`src/rtl/muldiv_if.sv`:
```
// Handshake and result bundle between the EX stage and the multiply/divide unit.
interface muldiv_if #(
    parameter int WIDTH = 32
);
    logic             start;
    logic [2:0]       op;
    logic [WIDTH-1:0] regA;
    logic [WIDTH-1:0] regB;
    logic             flush;
    logic             busy;
    logic             done;
    logic [WIDTH-1:0] hi;
    logic [WIDTH-1:0] lo;

    modport master (output start, op, regA, regB, flush, input busy, done, hi, lo);
    modport slave  (input start, op, regA, regB, flush, output busy, done, hi, lo);
endinterface

```
`src/rtl/muldiv_unit.sv`:
```
// Iterative MIPS32 multiply/divide unit owning HI/LO: one shift-add or
// restoring-subtract step per cycle on operand magnitudes, sign fixed up in FIN.
module muldiv_unit #(
    parameter int WIDTH = 32
) (
    input  logic     clk,
    input  logic     rst,
    muldiv_if.slave  bus
);
    localparam int CW = $clog2(WIDTH);

    localparam logic [2:0] OP_MULT  = 3'd1;
    localparam logic [2:0] OP_MULTU = 3'd2;
    localparam logic [2:0] OP_DIV   = 3'd3;
    localparam logic [2:0] OP_DIVU  = 3'd4;
    localparam logic [2:0] OP_MTHI  = 3'd5;
    localparam logic [2:0] OP_MTLO  = 3'd6;

    typedef enum logic [1:0] {IDLE, RUN, FIN} state_t;

    state_t              state;
    logic [CW-1:0]       cnt;
    logic                busy_r, done_r;
    logic                is_div, neg_q, neg_r;
    logic [WIDTH-1:0]    hreg, lreg, oper;
    logic [WIDTH-1:0]    hi_r, lo_r;

    logic signed [WIDTH-1:0] a_s, b_s;
    logic                    sgn_op, a_neg, b_neg;
    logic [WIDTH:0]          msum, dtrial;
    logic [2*WIDTH-1:0]      prod_fix;
    logic [WIDTH-1:0]        quo_fix, rem_fix;

    function automatic logic [WIDTH-1:0] negw(input logic [WIDTH-1:0] v, input logic en);
        return en ? (~v + WIDTH'(1)) : v;
    endfunction

    function automatic logic [2*WIDTH-1:0] neg2w(input logic [2*WIDTH-1:0] v, input logic en);
        return en ? (~v + (2*WIDTH)'(1)) : v;
    endfunction

    assign a_s    = bus.regA;
    assign b_s    = bus.regB;
    assign sgn_op = (bus.op == OP_MULT) || (bus.op == OP_DIV);
    assign a_neg  = sgn_op && (a_s < 0);
    assign b_neg  = sgn_op && (b_s < 0);

    // Multiply keeps the running upper half in hreg and shifts the multiplier
    // out of lreg; divide keeps the partial remainder in hreg and the
    // dividend/quotient in lreg.
    assign msum   = {1'b0, hreg} + (lreg[0] ? {1'b0, oper} : '0);
    assign dtrial = {hreg, lreg[WIDTH-1]} - {1'b0, oper};

    assign prod_fix = neg2w({hreg, lreg}, neg_q);
    assign quo_fix  = negw(lreg, neg_q);
    assign rem_fix  = negw(hreg, neg_r);

    always_ff @(posedge clk) begin
        if (rst) begin
            state  <= IDLE;
            cnt    <= '0;
            busy_r <= 1'b0;
            done_r <= 1'b0;
            hi_r   <= '0;
            lo_r   <= '0;
        end else begin
            case (state)
                IDLE: begin
                    if (bus.start && !bus.flush) begin
                        case (bus.op)
                            OP_MTHI: hi_r <= bus.regA;
                            OP_MTLO: lo_r <= bus.regA;
                            OP_MULT, OP_MULTU: begin
                                is_div <= 1'b0;
                                neg_q  <= a_neg ^ b_neg;
                                neg_r  <= 1'b0;
                                hreg   <= '0;
                                lreg   <= negw(bus.regB, b_neg);
                                oper   <= negw(bus.regA, a_neg);
                                cnt    <= '0;
                                busy_r <= 1'b1;
                                state  <= RUN;
                            end
                            OP_DIV, OP_DIVU: begin
                                is_div <= 1'b1;
                                cnt    <= '0;
                                busy_r <= 1'b1;
                                if (bus.regB == '0) begin
                                    // Divide by zero skips iteration: lo=all ones, hi=dividend.
                                    neg_q  <= 1'b0;
                                    neg_r  <= 1'b0;
                                    hreg   <= bus.regA;
                                    lreg   <= '1;
                                    done_r <= 1'b1;
                                    state  <= FIN;
                                end else begin
                                    neg_q  <= a_neg ^ b_neg;
                                    neg_r  <= a_neg;
                                    hreg   <= '0;
                                    lreg   <= negw(bus.regA, a_neg);
                                    oper   <= negw(bus.regB, b_neg);
                                    state  <= RUN;
                                end
                            end
                            default: ;
                        endcase
                    end
                end
                RUN: begin
                    if (bus.flush) begin
                        busy_r <= 1'b0;
                        state  <= IDLE;
                    end else begin
                        if (is_div) begin
                            if (!dtrial[WIDTH]) begin
                                hreg <= dtrial[WIDTH-1:0];
                                lreg <= {lreg[WIDTH-2:0], 1'b1};
                            end else begin
                                hreg <= {hreg[WIDTH-2:0], lreg[WIDTH-1]};
                                lreg <= {lreg[WIDTH-2:0], 1'b0};
                            end
                        end else begin
                            hreg <= msum[WIDTH:1];
                            lreg <= {msum[0], lreg[WIDTH-1:1]};
                        end
                        cnt <= cnt + CW'(1);
                        if (cnt == CW'(WIDTH - 1)) begin
                            done_r <= 1'b1;
                            state  <= FIN;
                        end
                    end
                end
                FIN: begin
                    busy_r <= 1'b0;
                    done_r <= 1'b0;
                    state  <= IDLE;
                    if (!bus.flush) begin
                        if (is_div) begin
                            hi_r <= rem_fix;
                            lo_r <= quo_fix;
                        end else begin
                            {hi_r, lo_r} <= prod_fix;
                        end
                    end
                end
                default: state <= IDLE;
            endcase
        end
    end

    assign bus.busy = busy_r;
    assign bus.done = done_r && !bus.flush;
    assign bus.hi   = hi_r;
    assign bus.lo   = lo_r;
endmodule

```
`src/flat_wrapper.sv`:
```
// flat-port wrapper written by rule: the top's interface ports become plain ports
module muldiv_unit_flat 
#(
    parameter int WIDTH = 32
)
  (clk, rst, bus_start, bus_op, bus_regA, bus_regB, bus_flush, bus_busy, bus_done, bus_hi, bus_lo);
  muldiv_if #(.WIDTH(WIDTH)) bus_i ();
  input  logic clk;
  input  logic rst;
  input wire logic [$bits(bus_i.start)-1:0] bus_start;
  input wire logic [$bits(bus_i.op)-1:0] bus_op;
  input wire logic [$bits(bus_i.regA)-1:0] bus_regA;
  input wire logic [$bits(bus_i.regB)-1:0] bus_regB;
  input wire logic [$bits(bus_i.flush)-1:0] bus_flush;
  output wire logic [$bits(bus_i.busy)-1:0] bus_busy;
  output wire logic [$bits(bus_i.done)-1:0] bus_done;
  output wire logic [$bits(bus_i.hi)-1:0] bus_hi;
  output wire logic [$bits(bus_i.lo)-1:0] bus_lo;
  assign bus_i.start = bus_start;
  assign bus_i.op = bus_op;
  assign bus_i.regA = bus_regA;
  assign bus_i.regB = bus_regB;
  assign bus_i.flush = bus_flush;
  assign bus_busy = bus_i.busy;
  assign bus_done = bus_i.done;
  assign bus_hi = bus_i.hi;
  assign bus_lo = bus_i.lo;
  muldiv_unit #(.WIDTH(WIDTH)) u_core (.clk(clk), .rst(rst), .bus(bus_i));
endmodule
```
`config.mk`:
```
export PLATFORM = sky130hd
export DESIGN_NAME = muldiv_unit_flat
export DESIGN_NICKNAME = d
export VERILOG_FILES = /design/src/rtl/muldiv_if.sv /design/src/rtl/muldiv_unit.sv /design/src/flat_wrapper.sv
export SDC_FILE = /design/constraint.sdc
export NUM_CORES = 1
export LEC_CHECK = 0
export CORE_MARGIN = 1.5
export CORE_UTILIZATION = 58
export CTS_CLUSTER_DIAMETER = 150
export DETAILED_ROUTE_END_ITERATION = 10
export PLACE_DENSITY = 0.83
export REMOVE_ABC_BUFFERS = 1
export SYNTH_ARGS = -nofsm -noshare
export SYNTH_HDL_FRONTEND = slang
export SYNTH_SLANG_ARGS = --single-unit
```
`constraint.sdc`:
```
create_clock -name clk -period 12.1 [get_ports clk]
set_input_delay 2.42 -clock clk [delete_from_list [all_inputs] [get_ports clk]]
set_output_delay 2.42 -clock clk [all_outputs]
set_load 0.02 [all_outputs]
```
==> impl_results.md, run 1 <==
* Gate Count Post-Synth at 1920
* Number of synthesized flops with an enable pin at 99
* Multiplexer share of the synthesized area at 0.0362
* Dpl cells at 2288
* Min-Delay Path Depth at 2
* Area grow syn2layout at 13.5%
* Worst path slowest cell: clkdlybuf4s50_1
* DP HPWL at 40300 um
* Antenna viol nets, final at 0
* Die width at 165 um
* Total Wirelength at 54300 um
* Vias at 15772
* Setup_tns at 0 ps
* Residual overflow from global routing at 0
* Drt pass-1 iters at 6
* Compound-gate portion of the synthesized area at 0.272
* Final period util at 0.507
* Critical Path Sink Type: primary output
* RSZ-0062 raised after global routing: false
* Synth Area in XOR/XNOR at 0.0943
* Clock net sink count at 172
* Post-synthesis adder-cell area fraction at 0.0634
* Worst-margin pin slew at 1130 ps
* Die height at 165 um
* VDD IR-drop max at 95.8 uV
* Pwr Total at 3.12 mW
* Initial DRC count at 2106
* Layout cell share with drive strength beyond 1 at 0.0418
* Core ar. at 25900 um^2
* Initial antenna violation count at 1
* HP Class: register to register
* Drt via density at 6.80
* Post-CTS setup-driven buffer insertion count at 0
* FF-to-FF path depth at 12
* Min Tclk post-route at 6140 ps
* Yosys reg bits at 172
* First-pass GRT wire length at 82200 um
* CTS HTree Levels at 4
* Skew final at 11.3 ps
* Max Freq at 0.163 GHz
* Worst EP required at 9680 ps
* Starting Density at 0.588
* CP Cell Sequence: clkdlybuf4s50_1 -> nor2b_1 -> clkdlybuf4s50_1
* Cts bufs inserted at 17
* Setup-failing EPs final at 0
* # rows at 59
* Worst Path Arrival at 3720 ps
* Synth unique cells at 85
* Final Non-Filler Cells at 2321
* Root Buffer: clkbuf_16
* Top_reg_cell synth: edfxtp_1
* # IOs at 137
* CTS Buffer Depth at 2
* CP startpoint kind: input pin
* I/O Buffers at 136
* Synth warn at 0
* Gpl congestion at 0.993
* CTS clk-pin slew, worst paths at 70 ps
* Drt wl/cell at 23.4 um
* Worst setup margin at 5960 ps
* Pwr/cell area at 180 nW/um^2
* Max Fanout on Critical Path at 7
* Syn Area/Cell at 7.93 um^2
* CTS Hold Bufs at 0
* Most frequent cells in the layout: 209 x nor2_1, 198 x a21oi_1, 140 x nand2_1
* P_leak at 6.48 nW
* Crit path top cell by count: clkdlybuf4s50_1
* Post-synth ARST share at 0
* Worst path max stage delay at 610 ps
* Vias in the first global route at 14569
* Place WS at 5980 ps
* CP Buf/Inv Count at 2
* Simple-gate portion of the synthesized area at 0.195
* Net count, final at 2119
* Worst path top cell family by delay: buffers and inverters
* Resized Gates After CTS at 0
* Post-synthesis sequential area ratio at 0.291
* Final Hold Viols at 0
* Main combinational cell family by area after synthesis: compound AO/OA/AOI/OAI gates
* Clock latency on the worst-skew pair at 450 ps
* Max_slew headroom at 0.243
* Die area at 27200 um^2
* Total GRT Usage at 0.397
* Status: finished clean
* CTS tree: yes
* WP depth at 3
* Drt drc at 0
* Largest net degree at the start of global routing at 65
* Crit path kind: input pin to primary output
* Fin. max-slew vios at 0
* Mapped cell area at 15200 um^2
* Max-Cap Viols at 0
* Most common cell after layout, fill and taps aside: nor2_1
==> state kept, by name, summed over array words and instances, names as in the netlist <==
signal           cells
u_core.bus.busy      1
u_core.bus.hi       32
u_core.bus.lo       32
u_core.cnt           5
u_core.done_r        1
u_core.hreg         32
u_core.is_div        1
u_core.lreg         32
u_core.neg_q         1
u_core.neg_r         1
u_core.oper         32
u_core.state         2
==> report_power, final <==
group | total (mW) | switching, mW | internal (mW)
logic | 1.59 | 0.981 | 0.613
clock network | 0.557 | 0.282 | 0.275
registers | 0.964 | 0.188 | 0.776
total | 3.12 | 1.45 | 1.66
==> worst reg2reg max path, delay by kind of cell, from the launching register on <==
family                     cells  cell delay, ps
AOI/OAI and AO/OA              7            2580
and+or+nand+nor                2             740
adders and majority gates      2             630
DFF                            1             570
buffers and inverters          1             160
==> routing by layer <==
layer,share of wire,GRT usage
met1,0.39,0.513
met2,0.45,0.626
met3,0.10,0.0629
met4,0.062,0.236
met5,0,0
==> cells in the mapped netlist, drive strengths merged, types with 32 or more instances <==
master | instances | area share
a211oi | 58 | 0.029
a21o | 32 | 0.016
a21oi | 199 | 0.065
clkbuf | 102 | 0.025
dfxtp | 73 | 0.096
edfxtp | 99 | 0.20
ha | 74 | 0.061
inv | 71 | 0.017
mux2i | 54 | 0.035
nand2 | 142 | 0.035
nand3 | 38 | 0.012
nor2 | 212 | 0.054
nor3 | 56 | 0.020
o21ai | 167 | 0.055
xnor2 | 86 | 0.049
xor2 | 78 | 0.045
==> cells by family after synthesis <==
group,Yosys count
DFF,172
xor gates and xnor gates,164
AOI/OAI and AO/OA,656
buffers and inverters,192
adders and majority gates,76
and+or+nand+nor,605
muxes,55
==> cell type report <==
cell class | count | area [um^2]
inverters | 71 | 267
clock inverters | 15 | 150
flip-flops and latches | 172 | 4430
multi-input cells | 1556 | 10100
fillers | 2141 | 8630
well taps | 335 | 419
repair buffers | 154 | 1490
diodes | 1 | 2.50
clock buffers | 17 | 425
==> per-stage QoR <==
stage	hold slack [ps]	cell area (um^2)	utilization
final	458	17300	0.667
after global routing	482	17300	0.667
after CTS	460	17300	0.667
after detailed placement	450	16700	0.645
after global placement	446	16700	0.645
after floorplan	430	14800	-
==> path summary, 6_finish.rpt <==
| path | to | slack (ps) | start |
|---|---|---|---|
| worst max-delay path | bus_done | 5960 | bus_flush |
| worst min-delay path | u_core.bus.hi[13] | 460 | u_core.bus.hi[13] |
| worst max register to register | u_core.hreg[30] | 7160 | u_core.lreg[31] |
| worst min register to register | u_core.bus.hi[13] | 460 | u_core.bus.hi[13] |
Note: power is estimated with default switching activity, not from simulation.
==> run 2: changes to the inputs <==
--- a/config.mk
+++ b/config.mk
@@ -6,10 +6,10 @@
 export NUM_CORES = 1
 export LEC_CHECK = 0
 export CORE_MARGIN = 1.5
-export CORE_UTILIZATION = 58
+export CORE_UTILIZATION = 54
 export CTS_CLUSTER_DIAMETER = 150
 export DETAILED_ROUTE_END_ITERATION = 10
-export PLACE_DENSITY = 0.83
+export PLACE_DENSITY = 0.82
 export REMOVE_ABC_BUFFERS = 1
 export SYNTH_ARGS = -nofsm -noshare
 export SYNTH_HDL_FRONTEND = slang
==> constraint.sdc (replaced) <==
create_clock -name clk -period 5.3 [get_ports clk]
set_input_delay 1.06 -clock clk [delete_from_list [all_inputs] [get_ports clk]]
set_output_delay 1.06 -clock clk [all_outputs]
set_load 0.02 [all_outputs]
==> run 2 against run 1 <==
Effect of this change: cell area rose by 1.2%; total power rose by 130%; worst hold slack improved by 8.7 ps; first-iteration DRC count rose by 7.5%; critical path type is now register to register.
==> impl_results.md, run 2 (same netlist as run 1, synthesis figures left out) <==
* Status: finished clean
* CP startpoint kind: register
* Cts bufs inserted at 17
* Gpl congestion at 0.963
* Pwr/cell area at 417 nW/um^2
* Worst EP required at 5490 ps
* CTS Buffer Depth at 2
* Layout cell share with drive strength beyond 1 at 0.0480
* Total Wirelength at 55100 um
* Worst path slowest cell: edfxtp_1
* Most common cell after layout, fill and taps aside: nor2_1
* DP HPWL at 41300 um
* First-pass GRT wire length at 83500 um
* # rows at 61
* Clock latency on the worst-skew pair at 440 ps
* HP Class: register to register
* Layout fillers at 2485
* Max Freq at 0.229 GHz
* Drt drc at 0
* Most frequent cells in the layout: 209 x nor2_1, 198 x a21oi_1, 140 x nand2_1
* Skew final at 9.30 ps
* Drt wl/cell at 23.2 um
* Fin Hold WS at 467 ps
* Worst-margin pin slew at 1320 ps
* Critical Path Sink Type: register
* VDD IR-drop max at 293 uV
* I/O Buffers at 136
* Resized Gates After CTS at 0
* Worst Path Arrival at 4560 ps
* Starting Density at 0.548
* Footprint of the multi-input gates at 10100 um^2
* Core ar. at 27800 um^2
* Final period util at 0.826
* Max_slew headroom at 0.120
* Setup-failing EPs final at 0
* Die width at 171 um
* Die height at 171 um
* Residual overflow from global routing at 0
* Crit path top cell by count: o211ai_1
* Max-Cap Viols at 0
* Min Tclk post-route at 4380 ps
* Setup_tns at 0 ps
* Die area at 29200 um^2
* Max Fanout on Critical Path at 30
* CP Cell Sequence: inv_1 -> buf_4 -> nor2_1 -> ha_1 -> a21o_1 -> a221oi_1 -> o211ai_1 -> and3_1 -> o211ai_1 -> a211oi_1 -> or3_1 -> a32oi_1 -> nand3_1
* Total GRT Usage at 0.374
* Initial DRC count at 2263
* Diode count at 0
* RSZ-0062 raised after global routing: false
* # IOs at 137
* Post-CTS setup-driven buffer insertion count at 0
* Largest net degree at the start of global routing at 67
* Worst path max stage delay at 510 ps
* Final Hold Viols at 0
* Vias at 15992
* Pwr Total at 7.29 mW
* Clock net sink count at 172
* CTS clk-pin slew, worst paths at 70 ps
* Vias in the first global route at 14455
* Area grow syn2layout at 14.9%
* Initial antenna violation count at 0
* P_leak at 6.57 nW
* Crit path kind: register to register
* Net count, final at 2132
* Sequential cell area at 4430 um^2
* Root Buffer: clkbuf_16
* Fin. max-slew vios at 0
* CTS tree: yes
* Drt via density at 6.73
* CTS Hold Bufs at 0
* Drt pass-1 iters at 7
* Antenna viol nets, final at 0
* CTS HTree Levels at 4
run 2: cell types whose count changed in the layout (fill, tap and decap cells not counted), sizes merged:
cell      before  now
bufinv         0    4
clkinvlp       1    0
diode          1    0
inv           80   74
buf           19   32
clkinv         5    8
run 2: path summary, 6_finish.rpt:
| path | from | slack (ps) | to | cells past startpoint |
|---|---|---|---|---|
| max | u_core.lreg[0] | 920 | u_core.hreg[29] | 13 |
| min reg2reg | u_core.bus.hi[1] | 470 | u_core.bus.hi[1] | 2 |
| min | u_core.bus.hi[1] | 470 | u_core.bus.hi[1] | 2 |
| max reg2reg | u_core.lreg[0] | 920 | u_core.hreg[29] | 13 |
run 2: metrics by stage:
step | setup slack (ps) | util | cells | cell area (um^2)
after global placement | 813 | 0.607 | 2344 | 16900
after global routing | 645 | 0.630 | 2376 | 17500
after detailed placement | 725 | 0.607 | 2344 | 16900
final | 925 | 0.630 | 2376 | 17500
after CTS | 1030 | 0.630 | 2376 | 17500
after floorplan | 298 | - | 1799 | 14800
run 2: critical path: cells and delay by family (launching register included):
| family | cells | cell delay (ps) |
|---|---|---|
| AO/OA/AOI/OAI | 6 | 1890 |
| AND/OR/NAND/NOR | 4 | 850 |
| flip-flops | 1 | 510 |
| buffers and inverters | 2 | 490 |
| adder cells (fa/ha/maj) | 1 | 340 |
run 2: final cells by class:
cell class                 instances  area share
clock inverter                    15      0.0123
multi-input combinational       1556       0.577
clock buffer                      17      0.0243
inverter                          71      0.0152
sequential                       172       0.253
tap                              378      0.0270
timing repair buffer             167      0.0908
run 2: metal layers:
| metal | GRT usage | vias to the layer above | wire length, um |
|---|---|---|---|
| li1 | - | 7228 | - |
| met1 | 0.488 | 7491 | 21200 |
| met2 | 0.599 | 1091 | 25000 |
| met3 | 0.0622 | 182 | 5860 |
| met4 | 0.188 | 0 | 2940 |
| met5 | 0 | - | 0 |
run 2: report_power, final:
| group | internal, mW | switching (mW) | leakage [nW] |
|---|---|---|---|
| sequential | 1.77 | 0.427 | 1.51 |
| combinational | 1.43 | 2.27 | 4.75 |
| clock | 0.800 | 0.598 | 0.313 |
| total | 4.00 | 3.29 | 6.57 |
